`src/rtl/memory_stage.sv`:
```
// Memory-access stage of the RV64 pipeline: issues loads/stores on the data bus,
// extracts and extends load data, flags misaligned accesses, holds the M/W register.
package memory_stage_pkg;
  typedef enum logic [4:0] {
    NOP, ADD, SUB, LB, LH, LW, LD, LBU, LHU, LWU, SB, SH, SW, SD
  } decoded_op_t;

  typedef enum logic [1:0] {MSIZE1, MSIZE2, MSIZE4, MSIZE8} msize_t;

  typedef enum logic [2:0] {
    NOERROR, INSTR_MISALIGN, ILLEGAL_INSTR, LOAD_MISALIGN, STORE_MISALIGN
  } error_t;

  typedef struct packed {
    decoded_op_t op;
    logic        regwrite;
  } control_t;

  typedef struct packed {
    logic        valid;
    logic [63:0] pc;
    control_t    ctl;
    logic [4:0]  dst;
    logic [63:0] result;
    logic [63:0] rd2;
    error_t      error;
  } excute_data_t;

  typedef struct packed {
    logic        valid;
    logic [63:0] pc;
    control_t    ctl;
    logic [4:0]  dst;
    logic [63:0] addr;
    logic [63:0] result;
    error_t      error;
  } memory_data_t;

  typedef struct packed {
    logic        valid;
    logic [63:0] addr;
    msize_t      size;
    logic [7:0]  strobe;
    logic [63:0] data;
  } dbus_req_t;

  typedef struct packed {
    logic        addr_ok;
    logic        data_ok;
    logic [63:0] data;
  } dbus_resp_t;
endpackage

module memory_stage
  import memory_stage_pkg::*;
(
  input  logic         clk,
  input  logic         reset,
  input  excute_data_t dataE,
  input  logic         flush,
  output dbus_req_t    dreq,
  input  dbus_resp_t   dresp,
  output memory_data_t dataM,
  output logic         stall
);

  typedef enum logic [1:0] {IDLE, BUSY, DRAIN} state_t;

  state_t       state_reg, state_next;
  dbus_req_t    req_reg;
  memory_data_t pend_reg;
  memory_data_t dataM_next;

  logic         is_load, is_store, misaligned, eligible;
  msize_t       size_e;
  dbus_req_t    req_e;
  memory_data_t base_e;
  logic         unused_addr_ok;

  assign unused_addr_ok = dresp.addr_ok;

  function automatic logic op_is_load(decoded_op_t op);
    return op inside {LB, LH, LW, LD, LBU, LHU, LWU};
  endfunction

  function automatic logic [63:0] extend(decoded_op_t op, logic [63:0] bus, logic [2:0] off);
    logic [63:0] raw;
    raw = bus >> {off, 3'b000};
    case (op)
      LB:      extend = {{56{raw[7]}}, raw[7:0]};
      LH:      extend = {{48{raw[15]}}, raw[15:0]};
      LW:      extend = {{32{raw[31]}}, raw[31:0]};
      LBU:     extend = {56'b0, raw[7:0]};
      LHU:     extend = {48'b0, raw[15:0]};
      LWU:     extend = {32'b0, raw[31:0]};
      default: extend = raw;
    endcase
  endfunction

  // Decode of the instruction currently presented by execute
  always_comb begin
    is_load  = op_is_load(dataE.ctl.op);
    is_store = dataE.ctl.op inside {SB, SH, SW, SD};
    case (dataE.ctl.op)
      LB, LBU, SB: size_e = MSIZE1;
      LH, LHU, SH: size_e = MSIZE2;
      LW, LWU, SW: size_e = MSIZE4;
      default:     size_e = MSIZE8;
    endcase
    case (size_e)
      MSIZE2:  misaligned = dataE.result[0];
      MSIZE4:  misaligned = |dataE.result[1:0];
      MSIZE8:  misaligned = |dataE.result[2:0];
      default: misaligned = 1'b0;
    endcase
    eligible = ~reset && dataE.valid && (is_load || is_store) && ~misaligned
               && (dataE.error == NOERROR) && ~flush;

    req_e        = '0;
    req_e.valid  = 1'b1;
    req_e.addr   = dataE.result;
    req_e.size   = size_e;
    req_e.data   = dataE.rd2 << {dataE.result[2:0], 3'b000};
    if (is_store) begin
      case (size_e)
        MSIZE1:  req_e.strobe = 8'h01 << dataE.result[2:0];
        MSIZE2:  req_e.strobe = 8'h03 << dataE.result[2:0];
        MSIZE4:  req_e.strobe = 8'h0f << dataE.result[2:0];
        default: req_e.strobe = 8'hff;
      endcase
    end

    base_e        = '0;
    base_e.valid  = dataE.valid;
    base_e.pc     = dataE.pc;
    base_e.ctl    = dataE.ctl;
    base_e.dst    = dataE.dst;
    base_e.addr   = dataE.result;
    base_e.result = dataE.result;
    base_e.error  = dataE.error;
    // Misaligned accesses retire as exceptions that must not write a register
    if (dataE.valid && (is_load || is_store) && (dataE.error == NOERROR) && misaligned) begin
      base_e.error        = is_load ? LOAD_MISALIGN : STORE_MISALIGN;
      base_e.dst          = '0;
      base_e.ctl.regwrite = 1'b0;
    end
  end

  always_comb begin
    state_next = state_reg;
    dreq       = '0;
    stall      = 1'b0;
    dataM_next = '0;
    case (state_reg)
      IDLE: begin
        if (eligible) begin
          dreq  = req_e;
          stall = ~dresp.data_ok;
          if (!dresp.data_ok) state_next = BUSY;
        end
        if (!stall && !flush) begin
          dataM_next = base_e;
          if (eligible && is_load)
            dataM_next.result = extend(dataE.ctl.op, dresp.data, dataE.result[2:0]);
        end
      end
      BUSY: begin
        dreq  = req_reg;
        stall = ~dresp.data_ok;
        if (dresp.data_ok) begin
          state_next = IDLE;
          if (!flush) begin
            dataM_next = pend_reg;
            if (op_is_load(pend_reg.ctl.op))
              dataM_next.result = extend(pend_reg.ctl.op, dresp.data, pend_reg.addr[2:0]);
          end
        end else if (flush) begin
          state_next = DRAIN;
        end
      end
      DRAIN: begin
        // Flushed access still owns the bus; its response is dropped
        dreq  = req_reg;
        stall = ~dresp.data_ok;
        if (dresp.data_ok) state_next = IDLE;
      end
      default: state_next = IDLE;
    endcase
  end

  always_ff @(posedge clk) begin
    if (reset) begin
      state_reg <= IDLE;
      req_reg   <= '0;
      pend_reg  <= '0;
      dataM     <= '0;
    end else begin
      state_reg <= state_next;
      dataM     <= dataM_next;
      if (state_reg == IDLE && eligible) begin
        req_reg  <= req_e;
        pend_reg <= base_e;
      end
    end
  end

endmodule
```
`config.mk`:
```
export PLATFORM = sky130hd
export DESIGN_NAME = memory_stage
export DESIGN_NICKNAME = d
export VERILOG_FILES = /design/src/rtl/memory_stage.sv
export SDC_FILE = /design/constraint.sdc
export NUM_CORES = 1
export LEC_CHECK = 0
export ABC_CLOCK_PERIOD_IN_PS = 10850
export CORE_AREA = 5 5 241 243
export DETAILED_ROUTE_END_ITERATION = 16
export DIE_AREA = 0 0 246 248
export GPL_ROUTABILITY_DRIVEN = 0
export PLACE_DENSITY_LB_ADDON = 0.2
export SLEW_MARGIN = 20
export SYNTH_ARGS = -nofsm -noshare
export SYNTH_HDL_FRONTEND = slang
export SYNTH_SLANG_ARGS = --single-unit
export TNS_END_PERCENT = 100
```
`constraint.sdc`:
```
create_clock -name clk -period 10.85 [get_ports clk]
set_clock_uncertainty 0.15 [all_clocks]
set_input_delay 1.085 -clock clk [delete_from_list [all_inputs] [get_ports clk]]
set_output_delay 1.085 -clock clk [all_outputs]
set_load 0.05 [all_outputs]
```
==> impl_metrics.json, run 1 <==
{
  "drt-initial-drc-count": 3164,
  "synth_top_area_cell": "dfxtp_1",
  "crit_family": "compound AO/OA/AOI/OAI gates",
  "timing.final.crit_share_pct": 73.60,
  "cts_tree": "yes",
  "cp-start-kind": "input port",
  "largest_reg_flops": 207,
  "final-setup-viol-count": 0,
  "reg2reg_slack_ns": 6.64,
  "cts_buffers": 48,
  "ctsHoldBuffers": 0,
  "drt_first_pass_iters": 6,
  "fp.dieH_um": 248,
  "cts_resized": 0,
  "timing.fmax_mhz": 125.2,
  "grt_pass1_wl_um": 152600,
  "portBuffers": 621,
  "max_slew_margin_pct": 19.12,
  "synth-async-reset-ratio_pct": 0,
  "syn_area_um2": 23080,
  "core-area_um2": 55730,
  "critPathSlowestCell": "clkdlybuf4s50_1",
  "synth_edf_count": 0,
  "synth_top_area_share_pct": 37.04,
  "numClockSinks": 427,
  "tightest_slew_ns": 1.211,
  "clockBufferDepth": 3,
  "die-area_um2": 61010,
  "wl_met1_um": 39080,
  "clockRootBuffer": "clkbuf_16",
  "dr_wl_met3_um": 10620,
  "ant_nets": 0,
  "path_clk_slew_ns": 0.06,
  "htreeDepth": 2,
  "nets": 3684,
  "initial_core_util_pct": 41.41,
  "ios": 623,
  "viasPerCell": 5.992,
  "finalNonFillerCells": 4197,
  "dpl.hpwl_um": 73860,
  "pre_cts_ws_ns": 2.972,
  "drive_gt1_share_pct": 7.307,
  "worstHoldPathCells": 2,
  "p_total_mw": 4.138,
  "r2r_end": "dataM[42]$_SDFF_PP0_",
  "first_global_vias": 24031,
  "synth_cell_types": 79,
  "critPathMaxFanout": 119,
  "vdd_drop_max_mv": 0.1173,
  "insertion_delay_ns": 0.60,
  "synthFlopType": "dfxtp_1",
  "slew_violations": 0,
  "worstSetupPathType": "in -> out",
  "wl_per_cell_um": 24.99,
  "arrival_ns": 6.75,
  "layout_min_cycle_time_ns": 7.986,
  "reg2reg_from": "pend_reg[4]$_SDFFE_PP0P_",
  "antenna_found_initial": 12,
  "max_cap_viol_count": 0,
  "grt_max_degree": 169,
  "holdPathEnd": "pend_reg[166]$_SDFFE_PP0P_",
  "yosys_register_bits": 427,
  "hold_path_class": "reg -> reg",
  "wl_um": 104900,
  "post_cts_buffers": 0,
  "vias": 25149,
  "hold_path_startpoint": "pend_reg[166]$_SDFFE_PP0P_",
  "fin_util_pct": 55.98,
  "p_leak_nw": 10.93,
  "rows": 87,
  "ys_top_cells_by_area": "dfxtp_1 37%, nand2_1 11%, a21oi_1 10%, mux2i_1 6.3%, a22oi_1 4.7%",
  "grt_usage_pct": 32.14,
  "rsz0062_at_grt": "no",
  "status": "complete, no violations",
  "power.density_nw_per_um2": 132.6,
  "route.detailed.drc": 0,
  "worstRegToRegCells": 7,
  "cp_slowest_stage_delay_ns": 0.86,
  "grt_overflow": 0,
  "tns_ns": 0,
  "path_buf_inv": 4,
  "dp.cells": 4100,
  "end_kind": "primary output",
  "yosys_warnings": 0,
  "area_delta_synth_final_pct": 35.18,
  "synth_seq_area_share_pct": 37.04,
  "netlist_instances": 2986,
  "wl_met2_um": 49690,
  "fp.dieW_um": 246,
  "crit_required_ns": 9.62,
  "finalHoldViolCount": 0,
  "cp_cell_sequence": "clkdlybuf4s50_1 > inv_1 > ha_1 > o21a_1 > nor2_1 > o21ai_0 > ha_1 > a211oi_1 > o311a_1 > o311a_4 > buf_12 > nand2_1 > a21oi_1 > clkdlybuf4s50_1",
  "synth_nets": 3275,
  "fin_ws_ns": 2.864,
  "topRoutingLayerUsed": "met5",
  "synth_area_per_cell_um2": 7.729
}
[metal layers]
layer | global-route usage (%) | vias to the layer above
li1 | - | 11405
met5 | 0 | -
met1 | 39.04 | 12012
met3 | 8.357 | 269
met2 | 53.87 | 1451
met4 | 14.41 | 12
[power by group]
part	internal (mW)	switching (mW)	total, mW
Sequential	1.60	0.0115	1.61
Combinational	0.272	0.442	0.713
Clock	1.10	0.709	1.81
[final cells by class]
class	instances	area (µm²)
antenna	6	15.01
clock buffer	64	1363
clock inverter	26	405.4
fill	5100	24530
inverter	21	78.83
multi-input combinational	2240	13300
sequential	427	8551
tap	756	945.9
timing repair buffer	657	6545
[cell usage after synthesis, types with 8 or more instances]
master	number
and2_1	10
mux2_2	49
clkbuf_1	193
o22ai_1	28
a211o_1	15
a22oi_1	144
o2bb2ai_1	19
nor2_1	226
ha_1	13
o211ai_1	51
buf_1	11
dfxtp_1	427
o21ai_0	97
buf_4	8
buf_2	78
mux2i_1	145
and3_1	31
nand2b_1	8
inv_1	17
nand3_1	23
a21o_1	8
nor2b_1	15
a211oi_1	9
nand2_1	683
nor3_1	9
a221oi_1	19
a32oi_1	10
or2_2	11
mux4_2	31
o221ai_1	36
a21oi_1	474
[worst reg2reg max path, cell delays in order (launching register included)]
cell and delay, ns:
dfxtp_2 0.65, buf_4 0.68, mux2_2 0.46, mux4_2 0.51
nand3_2 0.11, nand3_2 0.47, o2111ai_4 0.73, o211ai_1 0.28
[per-stage QoR]
step	hold WS (ns)	instance area [µm²]
after floorplan	0.2667	23080
after global placement	0.2874	29360
after detailed placement	0.2960	29370
after CTS	0.3043	31140
after global routing	0.3173	31200
final	0.3036	31200
[cells in the final DEF (no fill, tap or decap), types with 17 or more instances in the layout]
cell type / synthesis / routed
o211ai_1: 51 / 51
inv_1: 17 / 17
nand2_1: 683 / 683
dfxtp_1: 427 / 425
mux4_2: 31 / 31
a221oi_1: 19 / 19
a22oi_1: 144 / 144
buf_4: 8 / 34
clkbuf_16: 0 / 49
o2bb2ai_1: 19 / 19
o22ai_1: 28 / 27
a21oi_1: 474 / 474
mux2_2: 49 / 49
mux2i_1: 145 / 145
and3_1: 31 / 31
nand3_1: 23 / 23
o221ai_1: 36 / 36
clkdlybuf4s50_1: 0 / 617
o21ai_0: 97 / 97
nor2_1: 226 / 225
[worst max path at each step]
stage | startpoint | to | slack (ns) | cells after the start
CTS | dataE[138] | dreq[75] | 2.97 | 14
finish | dataE[137] | dreq[52] | 2.86 | 14
floorplan | dataE[137] | stall | 5.03 | 14
global route | dataE[137] | dreq[73] | 2.58 | 14
global placement | dataE[137] | dreq[75] | 3.10 | 14
detailed placement | dataE[137] | dreq[75] | 2.97 | 14
[cell families (layout without fill, tap and decap cells)]
group | Yosys count | after routing | share of synthesized area, %
AO/OA/AOI/OAI | 960 | 960 | 26.05
XOR/XNOR | 2 | 2 | 0.07591
adder cells (fa/ha/maj) | 13 | 13 | 0.7048
buffers and inverters | 319 | 768 | 5.866
flip-flops | 427 | 427 | 37.04
multiplexers | 226 | 226 | 11.77
other | 0 | 6 | 0
AND/OR/NAND/NOR | 1039 | 1039 | 18.50
Note: power is estimated with default switching activity, not from simulation.
==> run 2: changes to the inputs <==
--- a/config.mk
+++ b/config.mk
@@ -5,10 +5,10 @@
 export SDC_FILE = /design/constraint.sdc
 export NUM_CORES = 1
 export LEC_CHECK = 0
-export ABC_CLOCK_PERIOD_IN_PS = 10850
-export CORE_AREA = 5 5 241 243
+export ABC_CLOCK_PERIOD_IN_PS = 7700
+export CORE_AREA = 5 5 237 239
 export DETAILED_ROUTE_END_ITERATION = 16
-export DIE_AREA = 0 0 246 248
+export DIE_AREA = 0 0 242 244
 export GPL_ROUTABILITY_DRIVEN = 0
 export PLACE_DENSITY_LB_ADDON = 0.2
 export SLEW_MARGIN = 20
==> constraint.sdc (replaced) <==
create_clock -name clk -period 7.7 [get_ports clk]
set_clock_uncertainty 0.15 [all_clocks]
set_input_delay 0.77 -clock clk [delete_from_list [all_inputs] [get_ports clk]]
set_output_delay 0.77 -clock clk [all_outputs]
set_load 0.05 [all_outputs]
==> impl_metrics.json, run 2 (same netlist as run 1, synthesis figures left out) <==
{
  "largest_reg_flops": 207,
  "hold_path_startpoint": "req_reg[40]$_SDFFE_PP0P_",
  "initial_core_util_pct": 43.06,
  "arrival_ns": 5.94,
  "route.detailed.drc": 0,
  "area_delta_synth_final_pct": 34.45,
  "finalHoldViolCount": 0,
  "grt_overflow": 0,
  "p_switching_mw": 1.613,
  "portBuffers": 621,
  "wl_um": 103000,
  "antenna_found_initial": 15,
  "numClockSinks": 427,
  "max_slew_margin_pct": 22.18,
  "wl_per_cell_um": 24.84,
  "gr-usage-met1_pct": 38.52,
  "fp.dieW_um": 242,
  "worstSetupPathType": "in -> out",
  "vdd_drop_max_mv": 0.1542,
  "p_seq_share_pct": 40.1,
  "cts_buffers": 47,
  "p_comb_share_pct": 17.8,
  "rows": 85,
  "holdWs_ns": 0.3031,
  "drt_first_pass_iters": 9,
  "reg2reg_slack_ns": 3.71,
  "p_total_mw": 5.660,
  "ctsHoldBuffers": 0,
  "critPathMaxFanout": 17,
  "grt_usage_pct": 32.55,
  "met3_usage_pct": 8.910,
  "power.density_nw_per_um2": 182.4,
  "post_cts_buffers": 0,
  "dpl.hpwl_um": 74420,
  "timing.fmax_mhz": 145.9,
  "drive_gt1_share_pct": 7.267,
  "hold_path_class": "reg -> reg",
  "use_met2_pct": 53.91,
  "worstHoldPathCells": 2,
  "die-area_um2": 59050,
  "finalNonFillerCells": 4145,
  "crit_required_ns": 6.78,
  "clockPowerShare_pct": 42.1,
  "tightest_slew_ns": 1.165,
  "r2r_end": "dataM[42]$_SDFF_PP0_",
  "final_common_cell": "nand2_1",
  "grt_pass1_wl_um": 151500,
  "final-setup-viol-count": 0,
  "drt-initial-drc-count": 2975,
  "worstRegToRegCells": 7,
  "netSwitchingFraction_pct": 28.50,
  "end_kind": "primary output",
  "htreeDepth": 2,
  "cts_tree": "yes",
  "clockBufferDepth": 3,
  "grt_max_degree": 170,
  "slew_violations": 0,
  "cts_resized": 0,
  "rsz0062_at_grt": "no",
  "dp.cells": 4049,
  "holdPathEnd": "req_reg[40]$_SDFFE_PP0P_",
  "top_usage_layer": "met2",
  "insertion_delay_ns": 0.60,
  "max_cap_viol_count": 0,
  "clockRootBuffer": "clkbuf_16",
  "fin_util_pct": 57.89,
  "p_leak_nw": 10.89,
  "tns_ns": 0,
  "viasPerCell": 6.084,
  "first_global_vias": 23902,
  "path_clk_slew_ns": 0.05,
  "timing.final.crit_share_pct": 89.03,
  "status": "complete, no violations",
  "ios": 623,
  "mostFrequentLayoutCells": "683 x nand2_1, 617 x clkdlybuf4s50_1, 474 x a21oi_1",
  "fp.dieH_um": 244,
  "reg2reg_from": "pend_reg[5]$_SDFFE_PP0P_",
  "core-area_um2": 53600,
  "ant_nets": 0,
  "internal_power_mw": 4.047,
  "nets": 3691,
  "cp-start-kind": "input port",
  "layout_min_cycle_time_ns": 6.855,
  "vias": 25220
}
## run 2: changes by cell type in the layout (fill, tap and decap cells not counted), moves of 3 or more
cell       change
buf_4          +8
bufinv_16      -4
clkbuf_1       +3
clkinv_4       -3
diode_2        +3
## run 2: metal layers
layer | vias to the layer above | share of wire (%)
met3 | 325 | 10
met5 | - | 0.066
met2 | 1525 | 47
li1 | 11429 | -
met1 | 11931 | 37
met4 | 10 | 6.5
## run 2: stage by stage
step	instance area (µm²)	worst slack [ns]
final	31030	0.8446
after global routing	31020	0.5673
after CTS	31000	0.9281
after detailed placement	29370	0.9724
after global placement	29370	1.096
after floorplan	23080	2.511
## run 2: final cells by class
type                    count  area (µm²)
diodes                      9       22.52
clock buffers              67        1363
clock inverters            20       270.3
fillers                  4863       22570
inverters                  21       78.83
multi-input cells        2240       13280
flip-flops and latches    427        8551
well taps                 696       870.8
repair buffers            665        6598
## run 2: critical path, stage by stage
cell             delay, ns
clkdlybuf4s50_1       0.54
ha_1                  0.35
nand2b_1              0.15
o21ai_0               0.09
o21ai_0               0.69
inv_1                 0.16
ha_1                  0.25
a211oi_1              0.32
o311a_1               0.35
o311ai_4              0.35
nor2_1                0.63
nand2_1               0.17
a21oi_1               0.23
clkdlybuf4s50_1       0.86
## run 2: how the worst max path moves through the flow
stage                    start        end  slack, ns  depth (start not counted)
finish              dataE[137]   dreq[12]       0.84                         14
floorplan           dataE[137]      stall       2.51                         14
CTS                 dataE[137]   dreq[14]       0.93                         14
detailed placement  dataE[137]   dreq[12]       0.97                         14
global route        dataE[137]   dreq[11]       0.57                         14
global placement    dataE[137]  dreq[103]       1.10                         14
## run 2: power groups by stage
| stage | sequential (mW) | combinational (mW) | clock (mW) |
|---|---|---|---|
| floorplan | 2.47 | 0.402 | 0 |
| global placement | 2.32 | 0.976 | 0 |
| detailed placement | 2.32 | 0.985 | 0 |
| CTS | 2.27 | 0.988 | 2.41 |
| global route | 2.28 | 1.05 | 2.51 |
| finish | 2.27 | 1.01 | 2.38 |
